--- config.mk ---
export PLATFORM = sky130hd
export DESIGN_NAME = spi_segment_master
export DESIGN_NICKNAME = d
export VERILOG_FILES = /design/src/rtl/spi_segment_master.sv
export SDC_FILE = /design/constraint.sdc
export NUM_CORES = 1
export LEC_CHECK = 0
export ABC_AREA = 1
export BUFFER_PORTS_ARGS = -buffer_cell sky130_fd_sc_hd__buf_2
export CORE_MARGIN = 2
export CORE_UTILIZATION = 40
export CTS_BUF_LIST = sky130_fd_sc_hd__clkbuf_2 sky130_fd_sc_hd__clkbuf_4 sky130_fd_sc_hd__clkbuf_8
export DETAILED_ROUTE_END_ITERATION = 10
export PLACE_DENSITY = 0.71
export SETUP_SLACK_MARGIN = 0.5
export SKIP_LAST_GASP = 1
export SLEW_MARGIN = 15
export SYNTH_ARGS = -nofsm -noshare
export SYNTH_HDL_FRONTEND = slang
export SYNTH_SLANG_ARGS = --single-unit
--- constraint.sdc ---
create_clock -name clk -period 1.8 [get_ports clk]
set_input_delay 0.36 -clock clk [delete_from_list [all_inputs] [get_ports clk]]
set_output_delay 0.36 -clock clk [all_outputs]
set_load 0.01 [all_outputs]
--- src/rtl/spi_segment_master.sv ---
// SPI mode-0 master, 8-bit frames, valid/ready byte handoff and one-cycle rx strobe.
// Build option: define SPI_MASTER_LSB_FIRST_EN for LSB-first transmit and receive.
module spi_segment_master #(
    parameter int CLK_DIV = 4
) (
    input  logic       clk,
    input  logic       rst,
    input  logic [7:0] tx_data,
    input  logic       tx_valid,
    output logic       tx_ready,
    output logic [7:0] rx_data,
    output logic       rx_valid,
    output logic       busy,
    output logic       sck,
    output logic       mosi,
    input  logic       miso,
    output logic       cs_n
);

    // state | meaning
    // IDLE  | cs_n high, waiting for a byte
    // SETUP | cs_n low, first bit on mosi before the first sck rise
    // HIGH  | sck high; miso captured on the edge entering this state
    // LOW   | sck low; next bit presented, or cs hold after bit 7
    typedef enum logic [1:0] {IDLE, SETUP, HIGH, LOW} state_t;

    localparam int DW = $clog2(CLK_DIV + 1);
    localparam logic [DW-1:0] DIV_LAST = DW'(CLK_DIV - 1);

    state_t        state, state_nxt;
    logic [DW-1:0] div_cnt;
    logic [2:0]    bit_cnt;
    logic [7:0]    tx_shift, tx_shift_nxt;
    logic [7:0]    rx_shift, rx_shift_nxt;
    logic          div_done, last_bit, accept;

    assign div_done = (div_cnt == DIV_LAST);
    assign last_bit = (bit_cnt == 3'd7);
    assign accept   = tx_valid && (state == IDLE);
    assign tx_ready = (state == IDLE);
    assign busy     = (state != IDLE);

`ifdef SPI_MASTER_LSB_FIRST_EN
    assign mosi         = tx_shift[0];
    assign tx_shift_nxt = {1'b0, tx_shift[7:1]};
    assign rx_shift_nxt = {miso, rx_shift[7:1]};
`else
    assign mosi         = tx_shift[7];
    assign tx_shift_nxt = {tx_shift[6:0], 1'b0};
    assign rx_shift_nxt = {rx_shift[6:0], miso};
`endif

    always_ff @(posedge clk) begin
        if (rst) begin
            state <= IDLE;
        end else begin
            state <= state_nxt;
        end
    end

    always_comb begin
        state_nxt = state;
        case (state)
            IDLE:  if (accept)   state_nxt = SETUP;
            SETUP: if (div_done) state_nxt = HIGH;
            HIGH:  if (div_done) state_nxt = LOW;
            LOW:   if (div_done) state_nxt = last_bit ? IDLE : HIGH;
            default:             state_nxt = IDLE;
        endcase
    end

    // sck and cs_n come straight from flops so the pins never glitch on state decode
    always_ff @(posedge clk) begin
        if (rst) begin
            sck      <= 1'b0;
            cs_n     <= 1'b1;
            div_cnt  <= '0;
            bit_cnt  <= 3'd0;
            tx_shift <= 8'h00;
            rx_shift <= 8'h00;
            rx_data  <= 8'h00;
            rx_valid <= 1'b0;
        end else begin
            sck      <= (state_nxt == HIGH);
            cs_n     <= (state_nxt == IDLE);
            rx_valid <= 1'b0;
            if (state == IDLE || div_done) begin
                div_cnt <= '0;
            end else begin
                div_cnt <= div_cnt + DW'(1);
            end
            case (state)
                IDLE: begin
                    if (accept) begin
                        tx_shift <= tx_data;
                        bit_cnt  <= 3'd0;
                    end
                end
                SETUP: begin
                    if (div_done) rx_shift <= rx_shift_nxt;
                end
                HIGH: begin
                    if (div_done && !last_bit) tx_shift <= tx_shift_nxt;
                end
                LOW: begin
                    if (div_done) begin
                        if (last_bit) begin
                            rx_data  <= rx_shift;
                            rx_valid <= 1'b1;
                        end else begin
                            bit_cnt  <= bit_cnt + 3'd1;
                            rx_shift <= rx_shift_nxt;
                        end
                    end
                end
                default: ;
            endcase
        end
    end

endmodule

* After elaboration in Yosys (flattened, before gate mapping)
Cells that the tools add are included.
Widths: inputs -> output; s select.
** Word-level totals
- Flip-flop bits (word level) :: 35
- Input bits :: 12
- Word-level logic and storage cells :: 58
** Operators by class
- Add/sub/neg operators :: 2
- Equal/unequal tests :: 11
- Muxes and demuxes :: 18
- Bitwise logic cells :: 2
- Reduce and logical (&&, ||, !) cells :: 16
** Operators with widths (number)
- $mux 8 :: 5
- $pmux 8 s2 :: 2
- $mux 2 :: 5
- $mux 3 :: 3
- $ne 2x2->1 const B :: 4
- $pmux 2 s4 :: 1
- $reduce_and 4->1 :: 2
- $reduce_bool 2->1 :: 4
- $add 3x1->3 const B :: 2
- $eq 2x2->1 const B :: 3
- $pmux 3 s2 :: 1
- $reduce_and 3->1 :: 2
- $logic_not 2->1 :: 2
- $eq 3x2->1 const B :: 1
- $eq 3x3->1 const B :: 1
- $reduce_or 3->1 :: 1
- $eq 2x1->1 const B :: 1
- $logic_and 1x1->1 :: 2
- $ne 2x1->1 const B :: 1
- $not 1->1 :: 2
- $reduce_or 2->1 :: 1
- $logic_not 1->1 :: 1
- $logic_or 1x1->1 :: 1
- $mux 1 :: 1

* Logic depth before layout (Yosys ltp)
- Depth in word-level cells :: 5
- Depth in mapped cells :: 9
- Mapped depth without buffers :: 8

* Least setup slack after synthesis
No wires, ideal clock.
- Kind :: reg-to-reg
- From :: register bit_cnt[0]
- To :: register tx_shift[1]
- Library setup time :: 0.114 ns
- Arrival time :: 1.258 ns
- Required time :: 1.686 ns
- Path slack :: 0.429 ns
- Stages on the path, launching flop included :: 8
- Path buffers :: 1
- Path through :: dfxtp_1 > ha_1 > ha_1 > nor2_1 > nand2_2 > buf_6 > a21oi_1 > nor2_1
** Between the ends
- Longest elaborated chain between the ends :: 5
** RTL lines
- start: declaration :: line 32 : logic [2:0] bit_cnt;
- start signal: assignment :: line 111 : bit_cnt <= bit_cnt + 3'd1;
- $eq 3x3->1 :: line 38 : assign last_bit = (bit_cnt == 3'd7);
- via last_bit :: line 35 : logic div_done, last_bit, accept;
- $logic_not 1->1 :: line 103 : if (div_done && !last_bit) tx_shift <= tx_shift_nxt;
- $logic_and 1x1->1 :: line 103
- $ne 2x2->1 (no source line)
- $reduce_and 3->1 (no source line)
- end signal: assignment :: line 95 : tx_shift <= tx_data;
- end signal: assignment :: line 103
- end: declaration :: line 33 : logic [7:0] tx_shift, tx_shift_nxt;
The timed path passes the listed nets, and every way through them passes these cells.
A chain may end at the register's enable or synchronous reset.

* Final worst setup path
- From :: register state[0]
- To :: output busy
** Between the ends
- Longest elaborated chain between the ends :: 1
** RTL lines
- start: declaration :: line 30 : state_t state, state_nxt;
- start signal: assignment :: line 57 : state <= state_nxt;
- $reduce_bool 2->1 :: line 41 : assign busy = (state != IDLE);
- end: declaration :: line 13 : output logic busy,
Every way passes these cells.

==> reports/qor.txt <==
Final nets -> 274
chip height -> 68.19 microns
#FFs+latches synth -> 35
# clock sinks -> 35
CP required -> 1.44 ns
Hold Crit Endpoint -> bit_cnt[1]
Worst Setup Path Type -> reg -> out
hold wc startpoint -> rst
Design Area, Final -> 0.002293 sq mm
met1 Resource Use GR -> 20.49%
vias in the first global route -> 1373
CTS tree -> done
Final Skew -> 0.004779 ns
reg-to-reg startpoint -> bit_cnt[0]
Die Width -> 68.19 microns
Vias -> 1521
CP max-delay cell -> dfxtp_4
R2R setup slack -> 0.47 ns
register area share after synthesis -> 42.52%
# fillers -> 344
GP Congestion -> 0.7158
drt wl/cell -> 13.22 microns
Total GRT Usage -> 17.12%
HPWL after DPL -> 2.192 mm
Final Hold Viols -> 0
Synth area leader -> dfxtp_1
fin. max-slew vios -> 0
Placed Area -> 0.001812 sq mm
Ports -> 26
Port Buffers -> 25
Post-Syn Instances -> 217
mux cell area share after synthesis -> 0%
Leak -> 1.024 nW
first-pass GRT wire length -> 5.947 mm
TritonCTS buffer count -> 5
Post-Syn Area -> 0.001648 sq mm
Hold Crit Depth -> 2
Area Overhead vs Synth -> 39.18%
initial core utilization -> 41.49%
outcome -> completed
drt via density -> 4.938
Arrival @ worst endpoint -> 0.98 ns
f_max -> 745.4 MHz
final setup violation count -> 0
worst r2r dst -> tx_shift[5]
ANT cells -> 0
Peak supply drop -> 0.0006671 V
htree depth -> 2
Power Density -> 752.7 mW/mm^2
clk root buf -> clkbuf_8
setup TNS after final layout -> 0 ns
GRT met2 Usage -> 28.88%
Syn. warnings -> 0
M3 GR Usage -> 4.934%
max_slew headroom -> 72.72%
largest net degree at the start of global routing -> 21
Multi-input gate area -> 0.001055 sq mm
post-synthesis adder-cell area fraction -> 3.797%
DRT iter0 DRCs -> 149
Antenna Nets Post-Route -> 0
hold buffer count at CTS -> 0
Congestion Overflow GR -> 0
Avg Inst Size Synth -> 7.594 sq um
slew of the pin with the lowest slew margin -> 0.4088 ns
Seq. cell area -> 710.7 sq um
slowest stage delay, CP -> 0.39 ns
area share of the largest cell type after synthesis -> 42.52%
Crit Path Max Fanout -> 7
Area contributors post-synth -> dfxtp_1 43%, nor2_1 9.1%, nand3_1 7.6%
routed wire length -> 4.071 mm
Simple-Gate Fraction of Synth Area -> 37.66%
max cap viols -> 0
layout cells sized above 1 -> 46.51%
Syn Nets -> 234
main combinational cell family by area after synthesis -> simple AND/OR/NAND/NOR gates
DRT Pass-1 Iters -> 4
Die Footprint -> 0.004649 sq mm
unrepaired setup endpoints after global routing -> yes
Yosys cell types -> 21
Post-Synth XOR/XNOR Area -> 0%
clk slew on worst S/H paths -> 0.07 ns
post-synthesis compound-gate area fraction -> 6.074%
min cycle time layout -> 1.342 ns
CP Capture Type -> primary output
Startpoint Class -> flop
Clock Tree Buf Depth -> 2
period utilization -> 74.53%
depth of the worst register-to-register path -> 7
initial antenna violation count -> 0
worst path cell trace -> nor2_4 > inv_2 > buf_6
layer with the highest usage -> met2
Core Box Area -> 0.003971 sq mm
worst hold path class -> in -> reg
Row Count -> 23
Post-route DRC -> 0
Clock Latency Late Sink -> 0.29 ns
==> stage by stage <==
stage	hold WS (ns)	utilization, %	total power [W]	setup WS, ns	std cells
after global placement	0.4061	45.62	0.0009481	0.4156	286
after global routing	0.3240	57.75	0.001788	0.4035	308
after floorplan	0.3992	-	0.0009195	0.5033	217
after detailed placement	0.4239	45.62	0.0009506	0.3902	286
final	0.3009	57.75	0.001726	0.4584	308
after CTS	0.3078	51.45	0.001691	0.4525	299
==> final cells by class <==
type	instances	area share (%)
sequential	35	30.99
clock inverter	2	1.528
timing repair buffer	37	10.91
clock buffer	6	3.601
inverter	22	4.255
multi-input combinational	156	45.99
tap	50	2.728
==> power by group <==
group          switching [W]  leakage [nW]  internal (W)
registers          0.0000166         0.287      0.000795
logic               0.000102         0.676     0.0000725
clock network       0.000292        0.0612      0.000448
==> what timing repair did <==
| action | in CTS | in global routing |
|---|---|---|
| gates cloned | 1 | 3 |
| gates resized for setup | 19 | 44 |
| pin swaps | 4 | 17 |
| buffers inserted | 4 | 6 |
| endpoints found under the setup margin | 22 | 30 |
==> critical path, delay by kind of cell (launching register included) <==
kind	cells	cell delay, ns
and+or+nand+nor	1	0.14
DFF	1	0.39
buffers and inverters	2	0.16
==> Yosys cell counts, drive strengths merged <==
master / number
nor2: 51
nand2: 40
dfxtp: 35
nand3: 27
inv: 19
a21oi: 11
o21ai: 9
nand3b: 8
buf: 7
ha: 5
clkinv: 3
clkbuf: 1
nand4: 1
==> flip-flops by register name, summed over array words and instances (netlist names) <==
register and count:
rx_data 8, rx_valid 1, sck 1, bit_cnt 3, cs_n 1, rx_shift 8, state 2, tx_shift 8
div_cnt 3
==> how the worst max path moves through the flow <==
stage | endpoint | slack, ns | from
3_3_place_gp | rx_shift[0] | 0.42 | div_cnt[0]
2_1_floorplan | tx_shift[5] | 0.50 | div_cnt[0]
6_report | busy | 0.46 | state[0]
4_1_cts | busy | 0.45 | state[1]
5_1_grt | tx_shift[5] | 0.40 | div_cnt[0]
3_5_place_dp | tx_shift[6] | 0.39 | div_cnt[0]
==> per-layer routing <==
layer  vias to the layer above  routed length (microns)
met5                         -                        0
met4                         0                       80
met3                         8                      214
met2                        50                     2058
met1                       688                     1717
li1                        775                        -
==> kinds of logic (layout without fill, tap and decap cells) <==
| kind of cell | after synthesis | in the layout |
|---|---|---|
| DFF | 35 | 35 |
| AOI/OAI and AO/OA | 20 | 20 |
| adders and majority gates | 5 | 5 |
| buffers and inverters | 30 | 67 |
| and+or+nand+nor | 127 | 131 |
==> cell usage in the layout (no fill, tap or decap), drive strengths merged <==
| cell type | instances |
|---|---|
| a21oi | 11 |
| buf | 37 |
| bufinv | 1 |
| clkbuf | 6 |
| clkinv | 3 |
| dfxtp | 35 |
| ha | 5 |
| inv | 20 |
| nand2 | 43 |
| nand3 | 28 |
| nand3b | 8 |
| nand4 | 1 |
| nor2 | 51 |
| o21ai | 9 |
(Power assumes the default switching activity.)
